### src/rtl/audio_pkg.sv
// Shared types and helpers for the audio gain stage.
//   DATA_WIDTH   default signed sample width
//   gain_unity() gain code that represents a gain of exactly 1.0
//   sample_t     signed sample of DATA_WIDTH bits
//   sat()        clamp a wide signed value into sample_t range
package audio_pkg;

  localparam int unsigned DATA_WIDTH = 24;
  localparam int unsigned WideWidth  = 64;

  typedef logic signed [DATA_WIDTH-1:0] sample_t;

  function automatic int unsigned gain_unity(input int unsigned gain_frac);
    return 32'd1 << gain_frac;
  endfunction

  // In range when every bit above the sample sign bit equals the sign bit.
  function automatic sample_t sat(input logic signed [WideWidth-1:0] x);
    if ((&x[WideWidth-1:DATA_WIDTH-1]) || ~(|x[WideWidth-1:DATA_WIDTH-1])) begin
      return x[DATA_WIDTH-1:0];
    end else if (x[WideWidth-1]) begin
      return {1'b1, {(DATA_WIDTH-1){1'b0}}};
    end else begin
      return {1'b0, {(DATA_WIDTH-1){1'b1}}};
    end
  endfunction

endpackage

### src/rtl/button_debouncer.sv
// Debouncer for one asynchronous push button.
//   i_clock  system clock
//   i_reset  synchronous active-high reset
//   i_button raw asynchronous button level
//   o_level  filtered level, changes after DEBOUNCE_CYCLES consecutive differing samples
//   o_press  one-cycle pulse on each rising edge of o_level
module button_debouncer #(
  parameter int unsigned DEBOUNCE_CYCLES = 1_000_000
) (
  input  logic i_clock,
  input  logic i_reset,
  input  logic i_button,
  output logic o_level,
  output logic o_press
);

  localparam int unsigned CntWidth = (DEBOUNCE_CYCLES > 1) ? $clog2(DEBOUNCE_CYCLES) : 1;
  localparam logic [CntWidth-1:0] CntMax = CntWidth'(DEBOUNCE_CYCLES - 1);

  logic                sync1_q, sync2_q;
  logic                level_q, level_d;
  logic                press_q, press_d;
  logic [CntWidth-1:0] cnt_q, cnt_d;

  always_comb begin
    level_d = level_q;
    cnt_d   = '0;
    press_d = 1'b0;
    // Count samples that disagree with the filtered level; any agreeing sample restarts.
    if (sync2_q != level_q) begin
      if (cnt_q == CntMax) begin
        level_d = sync2_q;
        press_d = sync2_q;
      end else begin
        cnt_d = cnt_q + CntWidth'(1);
      end
    end
  end

  always_ff @(posedge i_clock) begin
    if (i_reset) begin
      sync1_q <= 1'b0;
      sync2_q <= 1'b0;
      level_q <= 1'b0;
      press_q <= 1'b0;
      cnt_q   <= '0;
    end else begin
      sync1_q <= i_button;
      sync2_q <= sync1_q;
      level_q <= level_d;
      press_q <= press_d;
      cnt_q   <= cnt_d;
    end
  end

  assign o_level = level_q;
  assign o_press = press_q;

endmodule

### src/rtl/audio_gain_stage.sv
// Multi-channel linear gain stage with button control, 3-cycle fixed latency.
// Optional macro AUDIO_PEAK_METER_EN adds the o_peak windowed peak-hold meter.
//   i_clock, i_reset        clock, synchronous active-high reset
//   i_data, i_data_valid    packed input samples (channel n at [n*DATA_WIDTH +: DATA_WIDTH])
//   i_btnu, i_btnd          gain up/down for selected channel (asynchronous)
//   i_btnl, i_btnr          selected channel down/up, wrapping (asynchronous)
//   o_data, o_data_valid    gained, saturated samples and their strobe
//   o_sel_channel           currently selected channel
//   o_peak                  per-channel |peak| (macro only)
module audio_gain_stage
  import audio_pkg::*;
#(
  parameter int unsigned DATA_WIDTH      = audio_pkg::DATA_WIDTH,
  parameter int unsigned NUM_CHANNELS    = 2,
  parameter int unsigned GAIN_WIDTH      = 5,
  parameter int unsigned GAIN_FRAC       = 4,
  parameter int unsigned DEBOUNCE_CYCLES = 1_000_000
`ifdef AUDIO_PEAK_METER_EN
  ,
  parameter int unsigned PEAK_WINDOW     = 48_000
`endif
) (
  input  logic                               i_clock,
  input  logic                               i_reset,
  input  logic [NUM_CHANNELS*DATA_WIDTH-1:0] i_data,
  input  logic                               i_data_valid,
  input  logic                               i_btnu,
  input  logic                               i_btnd,
  input  logic                               i_btnl,
  input  logic                               i_btnr,
  output logic [NUM_CHANNELS*DATA_WIDTH-1:0] o_data,
  output logic                               o_data_valid,
  output logic [$clog2(NUM_CHANNELS):0]      o_sel_channel
`ifdef AUDIO_PEAK_METER_EN
  ,
  output logic [NUM_CHANNELS*DATA_WIDTH-1:0] o_peak
`endif
);

  localparam int unsigned SelWidth  = $clog2(NUM_CHANNELS) + 1;
  localparam int unsigned ProdWidth = DATA_WIDTH + GAIN_WIDTH + 1;
  localparam logic [GAIN_WIDTH-1:0] GainUnity = GAIN_WIDTH'(gain_unity(GAIN_FRAC));

  // Button front end
  logic       press_up, press_dn, press_left, press_right;
  logic [3:0] unused_level;

  button_debouncer #(.DEBOUNCE_CYCLES(DEBOUNCE_CYCLES)) u_deb_up (
    .i_clock(i_clock), .i_reset(i_reset), .i_button(i_btnu),
    .o_level(unused_level[0]), .o_press(press_up)
  );
  button_debouncer #(.DEBOUNCE_CYCLES(DEBOUNCE_CYCLES)) u_deb_dn (
    .i_clock(i_clock), .i_reset(i_reset), .i_button(i_btnd),
    .o_level(unused_level[1]), .o_press(press_dn)
  );
  button_debouncer #(.DEBOUNCE_CYCLES(DEBOUNCE_CYCLES)) u_deb_left (
    .i_clock(i_clock), .i_reset(i_reset), .i_button(i_btnl),
    .o_level(unused_level[2]), .o_press(press_left)
  );
  button_debouncer #(.DEBOUNCE_CYCLES(DEBOUNCE_CYCLES)) u_deb_right (
    .i_clock(i_clock), .i_reset(i_reset), .i_button(i_btnr),
    .o_level(unused_level[3]), .o_press(press_right)
  );

  // Gain and channel-select control
  logic [SelWidth-1:0]                sel_q, sel_d;
  logic [NUM_CHANNELS*GAIN_WIDTH-1:0] gain_q, gain_d;
  logic                               step_up, step_dn, go_left, go_right;

  // Opposing presses on the same cycle cancel.
  assign step_up  = press_up & ~press_dn;
  assign step_dn  = press_dn & ~press_up;
  assign go_left  = press_left & ~press_right;
  assign go_right = press_right & ~press_left;

  always_comb begin
    gain_d = gain_q;
    sel_d  = sel_q;
    // Gain step is decoded against the current sel_q, so it hits the old channel.
    for (int ch = 0; ch < NUM_CHANNELS; ch++) begin
      if (sel_q == SelWidth'(ch)) begin
        if (step_up && gain_q[ch*GAIN_WIDTH +: GAIN_WIDTH] != '1) begin
          gain_d[ch*GAIN_WIDTH +: GAIN_WIDTH] = gain_q[ch*GAIN_WIDTH +: GAIN_WIDTH] + GAIN_WIDTH'(1);
        end else if (step_dn && gain_q[ch*GAIN_WIDTH +: GAIN_WIDTH] != '0) begin
          gain_d[ch*GAIN_WIDTH +: GAIN_WIDTH] = gain_q[ch*GAIN_WIDTH +: GAIN_WIDTH] - GAIN_WIDTH'(1);
        end
      end
    end
    if (go_right) begin
      sel_d = (sel_q == SelWidth'(NUM_CHANNELS - 1)) ? '0 : sel_q + SelWidth'(1);
    end else if (go_left) begin
      sel_d = (sel_q == '0) ? SelWidth'(NUM_CHANNELS - 1) : sel_q - SelWidth'(1);
    end
  end

  // Datapath: S1 capture, S2 multiply, S3 shift + saturate
  logic                               v1_q, v2_q, v3_q;
  logic [NUM_CHANNELS*DATA_WIDTH-1:0] data_s1_q;
  logic [NUM_CHANNELS*GAIN_WIDTH-1:0] gain_s1_q;
  logic signed [ProdWidth-1:0]        prod      [NUM_CHANNELS];
  logic signed [ProdWidth-1:0]        prod_s2_q [NUM_CHANNELS];
  logic [NUM_CHANNELS*DATA_WIDTH-1:0] sat_data;
  logic [NUM_CHANNELS*DATA_WIDTH-1:0] data_q;

  for (genvar ch = 0; ch < NUM_CHANNELS; ch++) begin : g_chan
    logic signed [ProdWidth-1:0]  shifted;
    logic signed [DATA_WIDTH-1:0] sat_val;

    // Gain is unsigned; the extra zero bit makes it a non-negative signed operand.
    assign prod[ch] = ProdWidth'(signed'(data_s1_q[ch*DATA_WIDTH +: DATA_WIDTH])) *
                      ProdWidth'(signed'({1'b0, gain_s1_q[ch*GAIN_WIDTH +: GAIN_WIDTH]}));
    assign shifted  = prod_s2_q[ch] >>> GAIN_FRAC;

    if (DATA_WIDTH == audio_pkg::DATA_WIDTH && ProdWidth <= WideWidth) begin : g_pkg_sat
      assign sat_val = sat(WideWidth'(shifted));
    end else begin : g_local_sat
      always_comb begin
        if ((&shifted[ProdWidth-1:DATA_WIDTH-1]) || ~(|shifted[ProdWidth-1:DATA_WIDTH-1])) begin
          sat_val = shifted[DATA_WIDTH-1:0];
        end else if (shifted[ProdWidth-1]) begin
          sat_val = {1'b1, {(DATA_WIDTH-1){1'b0}}};
        end else begin
          sat_val = {1'b0, {(DATA_WIDTH-1){1'b1}}};
        end
      end
    end

    assign sat_data[ch*DATA_WIDTH +: DATA_WIDTH] = sat_val;
  end

  always_ff @(posedge i_clock) begin
    if (i_reset) begin
      sel_q     <= '0;
      gain_q    <= {NUM_CHANNELS{GainUnity}};
      v1_q      <= 1'b0;
      v2_q      <= 1'b0;
      v3_q      <= 1'b0;
      data_s1_q <= '0;
      gain_s1_q <= '0;
      data_q    <= '0;
      for (int ch = 0; ch < NUM_CHANNELS; ch++) prod_s2_q[ch] <= '0;
    end else begin
      sel_q  <= sel_d;
      gain_q <= gain_d;
      v1_q   <= i_data_valid;
      v2_q   <= v1_q;
      v3_q   <= v2_q;
      // Gain snapshot travels with its sample so later steps leave it alone.
      if (i_data_valid) begin
        data_s1_q <= i_data;
        gain_s1_q <= gain_q;
      end
      if (v1_q) begin
        for (int ch = 0; ch < NUM_CHANNELS; ch++) prod_s2_q[ch] <= prod[ch];
      end
      if (v2_q) data_q <= sat_data;
    end
  end

  assign o_data        = data_q;
  assign o_data_valid  = v3_q;
  assign o_sel_channel = sel_q;

`ifdef AUDIO_PEAK_METER_EN
  localparam int unsigned WinWidth = $clog2(PEAK_WINDOW + 1);

  logic [WinWidth-1:0]                win_q;
  logic [NUM_CHANNELS*DATA_WIDTH-1:0] peak_q, peak_d;
  logic [DATA_WIDTH-1:0]              smp, mag;

  always_comb begin
    peak_d = peak_q;
    smp    = '0;
    mag    = '0;
    for (int ch = 0; ch < NUM_CHANNELS; ch++) begin
      smp = sat_data[ch*DATA_WIDTH +: DATA_WIDTH];
      // |most negative| does not fit, so it clamps to the positive maximum.
      if (smp == {1'b1, {(DATA_WIDTH-1){1'b0}}}) begin
        mag = {1'b0, {(DATA_WIDTH-1){1'b1}}};
      end else if (smp[DATA_WIDTH-1]) begin
        mag = -smp;
      end else begin
        mag = smp;
      end
      if (win_q == WinWidth'(PEAK_WINDOW) || mag > peak_q[ch*DATA_WIDTH +: DATA_WIDTH]) begin
        peak_d[ch*DATA_WIDTH +: DATA_WIDTH] = mag;
      end
    end
  end

  always_ff @(posedge i_clock) begin
    if (i_reset) begin
      peak_q <= '0;
      win_q  <= '0;
    end else if (v2_q) begin
      peak_q <= peak_d;
      win_q  <= (win_q == WinWidth'(PEAK_WINDOW)) ? WinWidth'(1) : win_q + WinWidth'(1);
    end
  end

  assign o_peak = peak_q;
`endif

endmodule
### config.mk
export PLATFORM = sky130hd
export DESIGN_NAME = audio_gain_stage
export DESIGN_NICKNAME = d
export VERILOG_FILES = /design/src/rtl/audio_pkg.sv /design/src/rtl/button_debouncer.sv /design/src/rtl/audio_gain_stage.sv
export SDC_FILE = /design/constraint.sdc
export NUM_CORES = 1
export LEC_CHECK = 0
export CORE_UTILIZATION = 66
export CTS_CLUSTER_DIAMETER = 100
export DETAILED_ROUTE_END_ITERATION = 10
export PLACE_DENSITY_LB_ADDON = 0.15
export SYNTH_ARGS = -nofsm -noshare
export SYNTH_HDL_FRONTEND = slang
export SYNTH_SLANG_ARGS = --single-unit
### constraint.sdc
create_clock -name i_clock -period 7.05 [get_ports i_clock]
set_input_delay 1.41 -clock i_clock [delete_from_list [all_inputs] [get_ports i_clock]]
set_output_delay 1.41 -clock i_clock [all_outputs]
set_load 0.01 [all_outputs]
---- After elaboration in Yosys (flattened, before gate mapping) ----
Memories as Yosys holds them, arrays and structs flattened.
Cells that the tools add are included.
word-level totals
  bits in registers ....................... 217
  bits in writable memories ............... 60
  bits of input ports ..................... 55
  output and inout bits ................... 51
  logic and storage cells ................. 122
  memories ................................ 1
cells by class
  add/subtract/negate cells ............... 10
  multiply operators ...................... 2
  eq/ne operators ......................... 11
  muxes and demuxes ....................... 19
  bitwise operators ....................... 20
  reduce and logical (&&, ||, !) cells .... 30
memory list
  memory     words  width  read ports  clocked after Yosys merged registers in  wr ports  RTL line                 RTL
  prod_s2_q  2      30     2           0                                        2         audio_gain_stage.sv:101  logic signed [ProdWidth-1:0] prod_s2_q [NUM_CHANNELS];
operator list
  kind                                                                   number
  24-bit two-way mux                                                     4
  20-bit by 1-bit adder with 20-bit output, second input constant        4
  20-bit equality test, second input constant                            4
  24-bit by 6-bit multiplier with 30-bit output                          2
  30-bit two-way mux                                                     2
  3-bit OR reduction                                                     10
  5-bit two-way mux                                                      4
  1-bit inverter                                                         14
  2-bit AND reduction                                                    6
  5-bit by 1-bit adder with 5-bit output, second input constant          2
  5-bit != test, second input constant                                   2
  5-bit nonzero test                                                     2
  5-bit by 1-bit subtractor with 5-bit output, second input constant     2
  2-bit two-way mux                                                      4
  3-bit AND reduction                                                    2
  2-bit nonzero test                                                     3
  1-bit two-way mux                                                      5
  1-bit bitwise AND                                                      4
  1-bit logical AND                                                      4
  1-bit != test                                                          4
  2-bit by 1-bit adder with 2-bit output, second input constant          1
  2-bit by 1-bit equality test with 1-bit output, second input constant  1
  2-bit logical NOT                                                      1
  1-bit logical OR                                                       2
  2 further kinds                                                        3

---- Depth between registers and ports, before layout ----
  word-level depth ........................ 5
  mapped depth ............................ 17
  gate-level depth less buffers ........... 15

---- By module ----
Synthesis repeated with hierarchy kept, for this count alone.
unflattened totals
  cells, all modules ...................... 2211
  area, all modules ....................... 19822.8 um^2
modules (own cells, without submodules)
  module            times used  cells an instance  area each (um^2)  seq. area each (um^2)
  audio_gain_stage  1           1719               15503.6           3983.8
  button_debouncer  4           123                1079.8            480.5

---- Worst setup path after synthesis ----
Ideal clock, no wire load.
  path type ............................... flip-flop to flip-flop
  start ................................... register gain_s1_q[6]
  end ..................................... memory prod_s2_q[0][57] (netlist bit), data pin
  library setup time ...................... 0.267 ns
  arrival ................................. 4.088 ns
  data required time ...................... 6.783 ns
  path slack .............................. 2.695 ns
  stages on the path, launching flop included .. 16
  buffers on the path ..................... 1
  clock period less this slack ............ 4.355 ns
  cells stage by stage .................... dfxtp_1 clkbuf_1 and2_1 fa_1 fa_1 inv_1 fa_1 inv_1 ha_1 and3_1 a221oi_1 or3_1 a21o_1 a2111oi_4 o21ai_0 nor3b_2
RTL lines
  item                    RTL line                 RTL
  from (decl)             audio_gain_stage.sv:99   logic [NUM_CHANNELS*GAIN_WIDTH-1:0] gain_s1_q;
  from (signal assigned)  audio_gain_stage.sv:151  gain_s1_q <= gain_q;
  to (decl)               audio_gain_stage.sv:101

==> summary by stage <==
Critical path
The endpoint kind of the worst setup timing path is a flip-flop. The critical path in this run is classified as reg2reg. The startpoint class of the critical path is a flip-flop. The maximum fanout encountered on the critical timing path is 25. The worst path arrival time is 5.36 ns.

STA puts the critical path data required time at 7.35 ns.

Place
Detailed placement finished with a half-perimeter wire length of 29.6 mm. During placement, the flow inserted port buffers numbering 105. Including well taps, the total number of placed cells is between 2000 and 3000.

Routability-driven placement finished with a final weighted congestion of 0.884.

STA
In the finished design, the share of the clock period the worst path needs comes to around 72%. Setup violations remaining at the end of the flow were counted as 0. In this run the tightest slew margin relative to its limit is 20.9%. The number of hold violations in the final report was 0. The total count of max-transition violations in the final report is 0. The minimum period implied by the final worst setup slack is 5.05 ns. Between clock sinks in the finished design, the worst skew comes to 0.0182 ns.

Setup repair after global routing left no endpoint under its margin. For the pin with the worst max-slew slack, the measured transition is 1.19 ns. The accumulated negative setup slack is 0 ns. For this run, the top clock speed supported by timing is 198 MHz.

Route
The count of vias placed by the detailed router is 14500. The total wire length is 40.6 mm. The first detailed-routing pass ran for 5 iterations. The violation count after the first detailed-route iteration is 924. In the detailed route, the total length drawn on met2 is 17.9 mm.

The detailed-route DRC error count is 0. The count of nets left with antenna violations once routing finished came out at 0. The met3 wire length is 2.11 mm.

After detailed routing, the wire length on met1 is 20.1 mm. After detailed routing, the number of vias per cell comes to 5.55. Dividing the detail-routed wire length by the instance count gives approximately 15 um.

The detailed router used layers up to and including met4.

Die
The vertical extent of the die is approximately 170 um. The total die area is between 20000 and 30000 um2. The floorplan has 62 rows. The region available for standard cell placement spans between 20000 and 30000 um2. Once the floorplan was initialized, standard cells occupied 67.2% of the core. The count of pins on the block boundary is 106. Measured along the x axis, the die boundary spans 173 um.

Global routing
In the global route stage, overall resource usage came out at 27.7%. The number of antenna violations at the first check in global routing is 0. The pin count of the biggest net entering global routing is 104. The first global-routing pass estimated 69.6 mm of wire. The overflow left after global routing is 0. The number of global-route vias before repair is approximately 14000.

Clock network
The clock latency on the worst-skew pair is around 0.56 ns. The post-CTS resize count is 0. The clock net in this run drives a total of between 200 and 300 sinks. The number of buffers inserted to repair setup after CTS is 0. The clock slew at the register clock pins of the worst setup and hold paths is 0.07 ns. The TritonCTS buffer count is 30. Counting along the longest clock path gives a buffer depth of 3. The number of buffers inserted for hold repair after clock tree synthesis is 0. The clock root buffer is clkbuf_16.

The maximum level of the CTS H-tree is 1. TritonCTS built the clock tree.

Logic synthesis
The share of the Yosys chip area taken by registers is 30.6%. The number of distinct library cells after synthesis is 65. The total of warnings raised by yosys is 0. Summing every instance area after synthesis gives 19300 um2. Synthesis produced a netlist whose cell count is 2160.

Counting flops and latches in the post-synthesis netlist gives around 270. The leading register cell type out of synthesis is dfxtp_1. The async set or reset register ratio after synthesis is 0%. Counting every net in the synthesized netlist gives around 2500.

The average instance area after synthesis is 8.93 um2. The synthesized design contains 52 enable-type register cells.

Power
The peak ir drop on the vdd network is 181 uV. The proportion of power drawn by combinational gates is approximately 6.2%. The cell leakage power is 9.39 nW.

The power per cell area is 165 nW/um2. Registers are responsible for 46.5% of the overall power. Internal power comes to approximately 2.7 mW. Net switching is 22.9% of the power.

In this run, the clock network consumes between 40% and 50% of the power. The net switching power is about 810 uW.

Layout
The count of antenna diodes in the layout is 0. The area growth from synthesis to layout is 12.0%. The ratio of cells with drive above 1 in the final layout is 3.13%. At the end of the flow, the number of nets in the layout was 2537. The final cell count without fillers is between 2000 and 3000.

Outcome
The run finished with clean final reports.

Hold path
In this run the worst hold path is classified as reg2reg.

Job
Max-cap violations in this run came to 0.
## path summary, 6_finish.rpt
kind,endpoint,depth (start not counted),from,slack (ns)
worst max-delay path,prod_s2_q[0][22],14,gain_s1_q[2],2.00
worst min-delay path,u_deb_left.sync2_q,1,u_deb_left.sync1_q,0.45
worst max register to register,prod_s2_q[0][22],14,gain_s1_q[2],2.00
worst min register to register,u_deb_left.sync2_q,1,u_deb_left.sync1_q,0.45
## layer usage
metal / vias to the layer above / global-route usage [%]
met5: - / 0
met4: 0 / 5.16
met2: 387 / 42.8
li1: 7126 / -
met1: 6988 / 42.1
met3: 45 / 3.39
## synth_stat cells (all sizes together) (3+ instances only)
| master | number | share of area (%) |
|---|---|---|
| mux2i | 73 | 3.8 |
| a41oi | 4 | 0.18 |
| a211oi | 4 | 0.16 |
| inv | 260 | 5.1 |
| xor2 | 62 | 2.8 |
| a21boi | 3 | 0.12 |
| a21o | 28 | 1.1 |
| a221oi | 6 | 0.31 |
| o21a | 8 | 0.31 |
| a21oi | 119 | 3.1 |
| or4 | 4 | 0.16 |
| and2 | 226 | 7.3 |
| nor2b | 18 | 0.58 |
| o211ai | 7 | 0.27 |
| buf | 6 | 0.12 |
| o21bai | 8 | 0.31 |
| edfxtp | 52 | 8.1 |
| o21ai | 86 | 2.3 |
| nor3b | 5 | 0.22 |
| nand3 | 49 | 1.3 |
| a211o | 3 | 0.14 |
| nand4 | 20 | 0.65 |
| nor4 | 8 | 0.26 |
| or2 | 5 | 0.16 |
| o31ai | 4 | 0.18 |
| xnor2 | 56 | 2.5 |
| nor2 | 231 | 4.5 |
| nor3 | 30 | 0.78 |
| fa | 148 | 15 |
| dfxtp | 217 | 23 |
| nor4b | 3 | 0.14 |
| and3 | 19 | 0.62 |
| nand2b | 55 | 1.8 |
| or3 | 12 | 0.39 |
| ha | 119 | 7.7 |
| clkbuf | 80 | 1.6 |
| nand2 | 99 | 1.9 |
## area by class of cell
type / count / area [um2]
tap: 384 / 480
multi-input combinational: 1545 / 12100
clock buffer: 40 / 850
fill: 2046 / 7120
timing repair buffer: 109 / 1080
clock inverter: 15 / 224
inverter: 260 / 976
sequential: 269 / 5910
## cells by family (layout without fill, tap and decap cells)
group	after synthesis	after routing	synth area share [%]
AO/OA/AOI/OAI	296	296	9.28
buffers and inverters	346	424	6.74
XOR/XNOR	118	118	5.36
adder cells (fa/ha/maj)	267	267	23.1
multiplexers	73	73	3.79
flip-flops	269	269	30.6
AND/OR/NAND/NOR	791	791	21.1
## worst max-delay path, stage by stage, from the launching register on
cell and delay [ns]:
dfxtp_1 0.92, and2_1 0.26, fa_1 0.44, fa_1 0.55
inv_1 0.06, fa_1 0.54, inv_1 0.05, ha_1 0.35
a21o_1 0.20, a221oi_1 0.39, a21boi_1 0.14, o21a_1 0.20
a41oi_1 0.36, o21ai_1 0.18, mux2i_1 0.15
## sequential cells by signal (all words and copies together), names as in the netlist, 2 cells and up
register / cells
u_deb_left.cnt_q: 20
gain_q: 10
u_deb_up.cnt_q: 20
gain_s1_q: 10
o_sel_channel: 2
data_s1_q: 48
u_deb_dn.cnt_q: 20
prod_s2_q: 52
u_deb_right.cnt_q: 20
o_data: 48
## power groups by stage
stage          registers, mW  logic [mW]  clock network, mW
3_3_place_gp            1.69       0.212                  0
2_1_floorplan           1.67       0.139                  0
4_1_cts                 1.66       0.222               1.70
6_report                1.66       0.221               1.68
5_1_grt                 1.66       0.246               1.77
3_5_place_dp            1.69       0.220                  0
## metrics by stage
stage	util [%]	power (mW)	hold slack [ns]	instance area [um2]	worst slack (ns)
2_1_floorplan	-	1.81	0.414	19300	2.69
3_3_place_gp	71.5	1.90	0.429	20500	2.26
3_5_place_dp	71.5	1.91	0.425	20500	2.14
4_1_cts	75.2	3.58	0.453	21600	2.09
5_1_grt	75.2	3.68	0.464	21600	1.84
6_report	75.2	3.56	0.450	21600	2.00
## cells in the final DEF (no fill, tap or decap), types with 4 or more instances in the layout
cell type	instances
and2_1	225
nor2b_1	18
a21oi_1	119
nand2b_1	55
fa_1	148
dfxtp_1	217
bufinv_16	5
edfxtp_1	52
a21o_1	28
xnor2_1	56
nor4_1	8
mux2i_1	73
ha_1	119
o21bai_1	8
a211oi_1	4
clkbuf_16	31
o21a_1	8
nand4_1	20
nor3b_1	4
or3_1	12
o211ai_1	7
or4_1	4
o21ai_1	12
buf_4	6
clkbuf_1	5
xor2_1	62
a41oi_1	4
o21ai_0	73
clkinv_2	5
inv_1	260
clkdlybuf4s50_1	103
nor2_1	231
clkbuf_8	4
a221oi_1	5
nor3_1	30
and3_1	19
nand3_1	49
nand2_1	98
No activity file was read; power rests on OpenSTA's default activity.
